$ cat config.mk
export PLATFORM = sky130hd
export DESIGN_NAME = fir_out_decim_fifo
export DESIGN_NICKNAME = d
export VERILOG_FILES = /design/src/rtl/fir_pkg.sv /design/src/rtl/fir_sync_fifo.sv /design/src/rtl/fir_out_decim_fifo.sv
export SDC_FILE = /design/constraint.sdc
export NUM_CORES = 1
export LEC_CHECK = 0
export ABC_CLOCK_PERIOD_IN_PS = 2900
export CORE_MARGIN = 4
export CORE_UTILIZATION = 30
export CTS_CLUSTER_DIAMETER = 200
export DETAILED_ROUTE_END_ITERATION = 8
export SYNTH_ARGS = -nofsm -noshare
export SYNTH_HDL_FRONTEND = slang
export SYNTH_SLANG_ARGS = --single-unit
$ cat constraint.sdc
create_clock -name clk -period 2.9 [get_ports clk]
set_input_delay 0.435 -clock clk [delete_from_list [all_inputs] [get_ports clk]]
set_output_delay 0.435 -clock clk [all_outputs]
set_load 0.02 [all_outputs]
$ cat src/rtl/fir_pkg.sv
// Shared definitions for the FIR datapath and its downstream requantizers.
//   FIR_DATA_W / FIR_FRAC_W : FIR output sample format (S4.12)
//   FIR_IN_W                : FIR input sample width
//   round_shift()           : arithmetic right shift with round-half-up, unclamped
//   sat_round()             : round_shift() clamped to a signed out_w-bit range
package fir_pkg;

    localparam int FIR_DATA_W = 16;
    localparam int FIR_FRAC_W = 12;
    localparam int FIR_IN_W   = 14;

    // Result is wide enough that the +1 rounding carry can never wrap.
    function automatic int round_shift(input logic [FIR_DATA_W-1:0] value, input int shift);
        int v;
        int r;
        v = int'($signed(value));
        r = v >>> shift;
        if (shift > 0) begin
            // Add the bit just below the new LSB: round half up.
            r = r + ((v >>> (shift - 1)) & 1);
        end
        return r;
    endfunction

    function automatic logic [FIR_DATA_W-1:0] sat_round(input logic [FIR_DATA_W-1:0] value,
                                                        input int shift, input int out_w);
        int r;
        int hi;
        int lo;
        r  = round_shift(value, shift);
        hi = (1 <<< (out_w - 1)) - 1;
        lo = -hi - 1;
        if (r > hi) begin
            r = hi;
        end else if (r < lo) begin
            r = lo;
        end
        return r[FIR_DATA_W-1:0];
    endfunction

endpackage

$ cat src/rtl/fir_sync_fifo.sv
// Synchronous show-ahead FIFO.
//   clk, i_rst         : clock, synchronous active-high reset (clears pointers, count, storage)
//   push_i, wdata_i    : write request and data
//   pop_i              : read request (ignored while empty)
//   rdata_o            : entry at the read pointer (show-ahead)
//   empty_o            : no entries held
//   count_o            : current occupancy, 0..DEPTH
//   drop_o             : push_i was refused because the FIFO was full and nothing was popped
module fir_sync_fifo #(
    parameter int unsigned WIDTH = 12,
    parameter int unsigned DEPTH = 8
) (
    input  logic                     clk,
    input  logic                     i_rst,
    input  logic                     push_i,
    input  logic [WIDTH-1:0]         wdata_i,
    input  logic                     pop_i,
    output logic [WIDTH-1:0]         rdata_o,
    output logic                     empty_o,
    output logic [$clog2(DEPTH):0]   count_o,
    output logic                     drop_o
);

    localparam int unsigned AW = $clog2(DEPTH);
    localparam int unsigned CW = AW + 1;

    logic [WIDTH-1:0] mem_q [DEPTH];
    logic [AW-1:0]    wr_ptr_q, rd_ptr_q;
    logic [CW-1:0]    count_q, count_d;
    logic             full, pop_ok, push_ok;

    assign empty_o = (count_q == '0);
    assign full    = (count_q == CW'(DEPTH));
    assign pop_ok  = pop_i && !empty_o;
    // A pop in the same cycle frees a slot, so a full FIFO can still accept.
    assign push_ok = push_i && (!full || pop_ok);
    assign drop_o  = push_i && !push_ok;
    assign rdata_o = mem_q[rd_ptr_q];
    assign count_o = count_q;

    always_comb begin
        count_d = count_q;
        unique case ({push_ok, pop_ok})
            2'b10:   count_d = count_q + 1'b1;
            2'b01:   count_d = count_q - 1'b1;
            default: count_d = count_q;
        endcase
    end

    // DEPTH is a power of two, so pointers wrap by natural overflow.
    always_ff @(posedge clk) begin
        if (i_rst) begin
            wr_ptr_q <= '0;
            rd_ptr_q <= '0;
            count_q  <= '0;
            for (int i = 0; i < int'(DEPTH); i++) begin
                mem_q[i] <= '0;
            end
        end else begin
            count_q <= count_d;
            if (push_ok) begin
                mem_q[wr_ptr_q] <= wdata_i;
                wr_ptr_q        <= wr_ptr_q + 1'b1;
            end
            if (pop_ok) begin
                rd_ptr_q <= rd_ptr_q + 1'b1;
            end
        end
    end

endmodule

$ cat src/rtl/fir_out_decim_fifo.sv
// FIR output decimator, requantizer and output buffer.
// Keeps every DECIM-th valid FIR sample, rounds/saturates it from S4.12 to S4.(OUT_W-4),
// and queues it in a show-ahead FIFO read over valid/ready. The FIR cannot be stalled,
// so a kept sample arriving at a full FIFO is dropped and flagged.
//   clk, i_rst          : clock, synchronous active-high reset
//   i_valid, i_data     : FIR ValidOut / FilterOut (S4.12)
//   o_data, o_valid     : head-of-FIFO sample, FIFO non-empty
//   i_ready             : consumer accepts o_data when o_valid && i_ready
//   o_level             : FIFO occupancy
//   o_overflow          : sticky drop flag, cleared by i_ovf_clr (a new drop wins)
//   o_sat_cnt           : count of clamped kept samples, only with FIR_OUT_SAT_CNT_EN defined
module fir_out_decim_fifo
    import fir_pkg::*;
#(
    parameter int unsigned DECIM      = 2,
    parameter int unsigned OUT_W      = 12,
    parameter int unsigned FIFO_DEPTH = 8
) (
    input  logic                          clk,
    input  logic                          i_rst,
    input  logic                          i_valid,
    input  logic [FIR_DATA_W-1:0]         i_data,
    output logic [OUT_W-1:0]              o_data,
    output logic                          o_valid,
    input  logic                          i_ready,
    output logic [$clog2(FIFO_DEPTH):0]   o_level,
    output logic                          o_overflow,
    input  logic                          i_ovf_clr
`ifdef FIR_OUT_SAT_CNT_EN
    ,
    output logic [15:0]                   o_sat_cnt
`endif
);

    localparam int SH   = FIR_DATA_W - int'(OUT_W);
    localparam int PH_W = (DECIM > 1) ? $clog2(DECIM) : 1;

    logic [PH_W-1:0]  phase_q, phase_d;
    logic             keep;
    logic [OUT_W-1:0] q_data_q, q_data_d;
    logic             q_valid_q;
    logic             overflow_q, overflow_d;
    logic             fifo_empty, fifo_drop;

    always_comb begin
        keep     = i_valid && (phase_q == '0);
        phase_d  = phase_q;
        q_data_d = OUT_W'(sat_round(i_data, SH, int'(OUT_W)));
        if (i_valid) begin
            phase_d = (phase_q == PH_W'(DECIM - 1)) ? '0 : phase_q + 1'b1;
        end
    end

    always_comb begin
        overflow_d = overflow_q;
        if (fifo_drop) begin
            overflow_d = 1'b1;
        end else if (i_ovf_clr) begin
            overflow_d = 1'b0;
        end
    end

    always_ff @(posedge clk) begin
        if (i_rst) begin
            phase_q    <= '0;
            q_data_q   <= '0;
            q_valid_q  <= 1'b0;
            overflow_q <= 1'b0;
        end else begin
            phase_q    <= phase_d;
            q_valid_q  <= keep;
            overflow_q <= overflow_d;
            if (keep) begin
                q_data_q <= q_data_d;
            end
        end
    end

    fir_sync_fifo #(
        .WIDTH (OUT_W),
        .DEPTH (FIFO_DEPTH)
    ) u_fifo (
        .clk     (clk),
        .i_rst   (i_rst),
        .push_i  (q_valid_q),
        .wdata_i (q_data_q),
        .pop_i   (i_ready),
        .rdata_o (o_data),
        .empty_o (fifo_empty),
        .count_o (o_level),
        .drop_o  (fifo_drop)
    );

    assign o_valid    = !fifo_empty;
    assign o_overflow = overflow_q;

`ifdef FIR_OUT_SAT_CNT_EN
    localparam int SAT_MAX = (1 <<< (int'(OUT_W) - 1)) - 1;
    localparam int SAT_MIN = -SAT_MAX - 1;

    logic [15:0] sat_cnt_q, sat_cnt_d;
    int          raw;
    logic        clip;

    always_comb begin
        raw       = round_shift(i_data, SH);
        clip      = (raw > SAT_MAX) || (raw < SAT_MIN);
        sat_cnt_d = sat_cnt_q;
        if (i_ovf_clr) begin
            sat_cnt_d = '0;
        end else if (keep && clip && (sat_cnt_q != 16'hFFFF)) begin
            sat_cnt_d = sat_cnt_q + 1'b1;
        end
    end

    always_ff @(posedge clk) begin
        if (i_rst) begin
            sat_cnt_q <= '0;
        end else begin
            sat_cnt_q <= sat_cnt_d;
        end
    end

    assign o_sat_cnt = sat_cnt_q;
`endif

endmodule

==> impl_metrics.py, run 1 <==
metrics = {
    "status": {
        "status": "finished clean",
    },
    "synthesis": {
        "netlist_instances": 421,
        "yosysTopAreaCell": "edfxtp_1",
        "synth_ff_type": "edfxtp_1",
        "yosysWarnings": 0,
        "synth_edf_count": 96,
        "async_flop_share": 0,
        "synthTopCellsByArea": "edfxtp_1, and2_1, dfxtp_1",
        "avgSynthCellArea_sq_um": 13.63,
        "ys_top_cells_by_count": "and2_1, edfxtp_1, nor2_1",
        "synth_nets": 450,
        "synth_cell_type_count": 40,
        "yosysSeqAreaShare": 0.6002,
        "synth_seq_cells": 124,
        "yosys.area.top_type_share": 0.5025,
        "synth_area_sq_um": 5737,
    },
    "cts": {
        "hold_buffers": 0,
        "cts_resized": 0,
        "clock_sinks": 124,
        "numCtsBuffers": 17,
        "cts_root_buffer": "clkbuf_16",
        "path_clk_slew_ns": 0.05,
        "cts_setup_buffers": 0,
        "tritoncts": "built",
        "cts_max_path_buffers": 2,
        "h-tree-depth": 4,
        "insertion_delay_ns": 0.41,
    },
    "layout": {
        "layout.area.seq_sq_um": 3445,
        "syn_to_final_growth_pct": 23.29,
        "drive_gt1_frac": 0.1996,
        "n_antenna_cell": 0,
        "multi_input_area_sq_um": 2178,
        "final_nets": 497,
        "n_fill_cell": 1777,
    },
    "place": {
        "hpwl_um": 7841,
        "io_buffers": 35,
        "routabilityCongestion": 0.7487,
    },
    "power": {
        "peakVddDrop_uv": 388.9,
        "powerDensity_nw_per_um2": 771.4,
        "p_leak_nw": 2.557,
    },
    "critical_path": {
        "critPathLaunchType": "register",
        "critPathMaxFanout": 12,
        "arrival_ns": 2.38,
        "crit-reg2reg-launch": "u_fifo.count_o[0]$_SDFFE_PP0P_",
        "required_ns": 2.47,
        "crit_type": "register to output pin",
        "endpoint_kind": "output pin",
    },
    "timing": {
        "slew-limit-headroom": 0.5987,
        "finalHoldViolCount": 0,
        "finClkSkew_ns": 0.006704,
        "setup_violations": 0,
        "tightest_slew_ns": 0.6012,
        "min_period_over_period": 0.9719,
        "tns_ns": 0,
        "report.final.slew_viol_count": 0,
        "hold_slack_ns": 0.4986,
        "rsz0062_at_grt": "no",
        "timing.fmax_mhz": 354.8,
        "min_period_ns": 2.818,
    },
    "global_route": {
        "grt_most_used_layer": "met2",
        "grt.overflow.total": 0,
        "track_usage": 0.1121,
        "grt.met2_usage": 0.1859,
        "grt_pass1_wl_um": 18640,
        "grt_pass1_vias": 3474,
        "antenna_found_initial": 0,
        "grt_max_degree": 25,
        "grtUsageMet3": 0.02731,
        "use_met1": 0.1411,
    },
    "floorplanning": {
        "die_h_um": 146.3,
        "start_util": 0.3057,
        "coreArea_sq_um": 18770,
        "ios": 39,
        "die_w_um": 146.3,
        "rows": 50,
        "dieArea_sq_um": 21400,
    },
    "flow_run": {
        "max-cap-violations": 0,
    },
    "detailed_routing": {
        "vias": 3395,
        "viasPerCell": 4.748,
        "totalWireLength_um": 11610,
        "drt_first_iter_violations": 165,
        "drc": 0,
        "drtAntennaViolNets": 0,
        "drt-wirelength-per-cell_um": 16.24,
        "dr.pass1.iters": 4,
    },
    "worst_hold_path": {
        "min-delay-start": "phase_q$_SDFFE_PP0P_",
        "hp-class": "register to register",
    },
}
[metal layers]
metal  vias to the layer above  part of all wire
li1                       1642                 -
met1                      1674              0.47
met2                        64              0.49
met3                        15             0.031
met4                         0             0.016
met5                         -                 0
[path summary, 6_finish.rpt]
path	to	slack [ns]	depth (start not counted)
setup / recovery	o_data[11]	0.08	4
hold / removal	phase_q$_SDFFE_PP0P_	0.50	2
hold reg to reg	phase_q$_SDFFE_PP0P_	0.50	2
setup reg to reg	u_fifo.count_o[3]$_SDFFE_PP0P_	0.34	8
[power breakdown]
part	switching, mW	internal [mW]	total (mW)
clock	0.747	1.48	2.22
combinational	0.531	0.587	1.12
sequential	0.0988	2.02	2.11
[layout by cell type (no fill, tap or decap), types with 4 or more instances in the layout]
master | synthesis | layout
mux2i_1 | 4 | 4
nand4_1 | 7 | 7
edfxtp_1 | 96 | 96
clkdlybuf4s50_1 | 0 | 35
a211oi_1 | 11 | 11
ha_1 | 7 | 7
nor2b_1 | 4 | 4
mux4_2 | 24 | 24
a21oi_1 | 6 | 6
and2_1 | 96 | 96
xor2_1 | 8 | 8
dfxtp_1 | 28 | 27
nand2_1 | 7 | 7
buf_4 | 0 | 15
or2_2 | 9 | 9
mux2_2 | 13 | 13
inv_1 | 5 | 5
xnor2_1 | 5 | 5
nor2_1 | 34 | 34
nor3_1 | 4 | 4
clkbuf_16 | 0 | 19
[area by class of cell]
class                   instances  share of cell area
flip-flops and latches        124              0.4870
multi-input cells             268              0.3080
repair buffers                 52             0.07182
clock buffers                  24             0.07111
inverters                       5            0.002653
well taps                     234             0.04139
clock inverters                 8             0.01804
[worst max-delay path, stage by stage, from the launching register on]
cell             delay (ns)
dfxtp_2                0.40
buf_12                 0.18
mux4_2                 0.56
mux2_2                 0.29
clkdlybuf4s50_1        0.54
[flip-flops by register name (all words and copies together), names as in the netlist, named ones only]
| name | cells |
|---|---|
| q_valid_q | 1 |
| q_data_q | 12 |
| u_fifo.count_o | 4 |
| u_fifo.wr_ptr_q | 3 |
| u_fifo.mem_q | 96 |
| phase_q | 1 |
| u_fifo.rd_ptr_q | 3 |
| o_overflow | 1 |
[per-stage QoR]
stage,instances,setup WS (ns),utilization,cell area (sq um),total power [mW]
floorplan,421,0.2837,-,5737,2.851
CTS,714,0.003348,0.3755,7047,5.470
finish,715,0.08151,0.3769,7073,5.456
global route,715,0.01583,0.3769,7073,5.695
global placement,682,0.2072,0.3419,6416,3.225
detailed placement,682,0.1959,0.3419,6416,3.246
[kinds of logic (layout without fill, tap and decap cells)]
group / after synthesis / in the layout / synth area share
fa+ha+maj: 8 / 8 / 0.01876
flops: 124 / 124 / 0.6002
simple gates: 173 / 173 / 0.1719
buf+inv: 29 / 89 / 0.02007
xor+xnor: 13 / 13 / 0.01985
compound gates: 33 / 33 / 0.04253
mux: 41 / 41 / 0.1267
Note: power is estimated with default switching activity, not from simulation.
==> run 2, diff against run 1 <==
--- a/config.mk
+++ b/config.mk
@@ -6,10 +6,12 @@
 export NUM_CORES = 1
 export LEC_CHECK = 0
 export ABC_CLOCK_PERIOD_IN_PS = 2900
+export CAP_MARGIN = 20
 export CORE_MARGIN = 4
 export CORE_UTILIZATION = 30
 export CTS_CLUSTER_DIAMETER = 200
 export DETAILED_ROUTE_END_ITERATION = 8
+export SLEW_MARGIN = 10
 export SYNTH_ARGS = -nofsm -noshare
 export SYNTH_HDL_FRONTEND = slang
 export SYNTH_SLANG_ARGS = --single-unit
==> results of run 2 <==
The final DEF is identical to that of run 1; final timing and power are the same.
==> run 3, diff against run 2 <==
--- a/config.mk
+++ b/config.mk
@@ -5,7 +5,7 @@
 export SDC_FILE = /design/constraint.sdc
 export NUM_CORES = 1
 export LEC_CHECK = 0
-export ABC_CLOCK_PERIOD_IN_PS = 2900
+export ABC_CLOCK_PERIOD_IN_PS = 3300
 export CAP_MARGIN = 20
 export CORE_MARGIN = 4
 export CORE_UTILIZATION = 30
==> constraint.sdc (replaced) <==
create_clock -name clk -period 3.3 [get_ports clk]
set_input_delay 0.495 -clock clk [delete_from_list [all_inputs] [get_ports clk]]
set_output_delay 0.495 -clock clk [all_outputs]
set_load 0.02 [all_outputs]
==> run 3 against run 2 <==
Effect of this change:
- worst setup slack better by 0.30 ns
- clock power down 21%
- die area unchanged
- critical path type unchanged
==> impl_metrics.py, run 3 (synthesized netlist as in run 1, its figures left out) <==
metrics = {
    "timing": {
        "min_period_ns": 2.920,
        "tightest_slew_ns": 0.8462,
        "fin_ws_ns": 0.3803,
        "report.final.slew_viol_count": 0,
        "min_period_over_period": 0.8847,
        "slew-limit-headroom": 0.4338,
        "finClkSkew_ns": 0.005646,
        "rsz0062_at_grt": "no",
        "setup_violations": 0,
        "hold_slack_ns": 0.4965,
        "timing.fmax_mhz": 342.5,
        "tns_ns": 0,
        "finalHoldViolCount": 0,
    },
    "place": {
        "hpwl_um": 7865,
        "io_buffers": 35,
        "routabilityCongestion": 0.7492,
        "placed_area_sq_um": 6371,
        "dp_slack_ns": 0.2984,
    },
    "cts": {
        "numCtsBuffers": 17,
        "cts_setup_buffers": 0,
        "hold_buffers": 0,
        "tritoncts": "built",
        "cts_resized": 0,
        "path_clk_slew_ns": 0.05,
        "insertion_delay_ns": 0.40,
        "h-tree-depth": 4,
        "cts_max_path_buffers": 2,
        "cts_root_buffer": "clkbuf_16",
        "clock_sinks": 124,
    },
    "global_route": {
        "grt_pass1_vias": 3498,
        "antenna_found_initial": 0,
        "grt.overflow.total": 0,
        "grt_pass1_wl_um": 18900,
        "track_usage": 0.1144,
        "grt_max_degree": 25,
    },
    "worst_hold_path": {
        "min-delay-start": "phase_q$_SDFFE_PP0P_",
        "min_path_cells": 2,
        "hp-class": "register to register",
        "min_to": "phase_q$_SDFFE_PP0P_",
    },
    "critical_path": {
        "critPathLaunchType": "register",
        "crit_slowest_cell": "mux4_2",
        "r2r_end": "u_fifo.count_o[3]$_SDFFE_PP0P_",
        "cp_top_family": "multiplexers",
        "endpoint_kind": "output pin",
        "rr_worst_depth": 8,
        "required_ns": 2.80,
        "slowest_delay_ns": 0.59,
        "reg2reg_slack_ns": 0.55,
        "crit_type": "register to output pin",
        "critPathMaxFanout": 24,
        "path_cells": "buf_12 -> mux4_2 -> mux2_2 -> clkdlybuf4s50_1",
        "arrival_ns": 2.42,
        "crit-reg2reg-launch": "u_fifo.count_o[0]$_SDFFE_PP0P_",
        "crit_buf_inv": 2,
    },
    "power": {
        "p_seq_frac": 0.406,
        "p_sw_mw": 1.170,
        "peakVddDrop_uv": 372.2,
        "combPwrFrac": 0.209,
        "p_clk_frac": 0.385,
        "p_int_mw": 3.388,
        "swShare": 0.2567,
        "p_leak_nw": 2.489,
        "powerDensity_nw_per_um2": 656.7,
    },
    "flow_run": {
        "max-cap-violations": 0,
    },
    "layout": {
        "syn_to_final_growth_pct": 21.00,
        "drive_gt1_frac": 0.1814,
        "n_antenna_cell": 0,
        "final_nets": 490,
        "n_fill_cell": 1786,
        "final_cell_mix": "and2_1, edfxtp_1, clkdlybuf4s50_1, nor2_1, dfxtp_1",
        "fin_area_sq_um": 6942,
        "largest_reg_flops": 96,
        "largest-register": "u_fifo.mem_q",
    },
    "detailed_routing": {
        "viasPerCell": 4.691,
        "drt_first_iter_violations": 201,
        "drc": 0,
        "totalWireLength_um": 11580,
        "vias": 3321,
        "dr.pass1.iters": 4,
        "drt-wirelength-per-cell_um": 16.35,
        "drtAntennaViolNets": 0,
    },
    "floorplanning": {
        "die_w_um": 146.3,
        "die_h_um": 146.3,
        "dieArea_sq_um": 21400,
        "ios": 39,
        "rows": 50,
        "start_util": 0.3057,
        "coreArea_sq_um": 18770,
    },
    "status": {
        "status": "finished clean",
    },
}
run 3: changes by cell type in the layout (fill, tap and decap cells not counted), sizes merged:
cell	delta
clkinv	+2
bufinv	-2
clkbuf	+1
buf	-6
inv	-2
run 3: metrics by stage:
step	std cells	util	power, mW
floorplan	421	-	2.505
global placement	676	0.3395	2.830
detailed placement	676	0.3395	2.849
CTS	708	0.3699	4.613
global route	708	0.3699	4.755
finish	708	0.3699	4.559
run 3: power by group through the flow:
stage / Combinational (mW) / Clock (mW) / Sequential [mW]
2_1_floorplan: 0.638 / 0 / 1.87
3_3_place_gp: 0.956 / 0 / 1.87
3_5_place_dp: 0.968 / 0 / 1.88
4_1_cts: 0.974 / 1.79 / 1.85
5_1_grt: 1.03 / 1.86 / 1.86
6_report: 0.954 / 1.76 / 1.85
run 3: layout make-up:
| cell class | instances | area [sq um] | share of cell area |
|---|---|---|---|
| Timing Repair Buffer | 45 | 437.9 | 0.06309 |
| Multi-Input combinational cell | 268 | 2178 | 0.3138 |
| Inverter | 5 | 18.77 | 0.002704 |
| Clock buffer | 26 | 510.5 | 0.07354 |
| Tap cell | 234 | 292.8 | 0.04218 |
| Sequential cell | 124 | 3443 | 0.4960 |
| Clock inverter | 6 | 60.06 | 0.008652 |
run 3: worst max-delay path by stage:
| stage | to | cells past startpoint | slack, ns |
|---|---|---|---|
| after global placement | u_fifo.count_o[3]$_SDFFE_PP0P_ | 9 | 0.33 |
| after floorplan | u_fifo.count_o[3]$_SDFFE_PP0P_ | 9 | 0.68 |
| after CTS | o_data[11] | 4 | 0.34 |
| final | o_data[1] | 4 | 0.38 |
| after detailed placement | u_fifo.count_o[3]$_SDFFE_PP0P_ | 9 | 0.30 |
| after global routing | o_data[11] | 4 | 0.29 |
run 3: tightest hold or removal path, cell delays in order, from the launching register on:
cell and delay [ns]:
dfxtp_1 0.31, nand2b_1 0.07, a21oi_1 0.06
run 3: metal layers:
| metal | track usage | up-vias | wire, um |
|---|---|---|---|
| li1 | - | 1618 | - |
| met1 | 0.1497 | 1622 | 5460 |
| met2 | 0.1871 | 70 | 5539 |
| met3 | 0.02514 | 11 | 425 |
| met4 | 0.04233 | 0 | 154 |
| met5 | 0 | - | 0 |
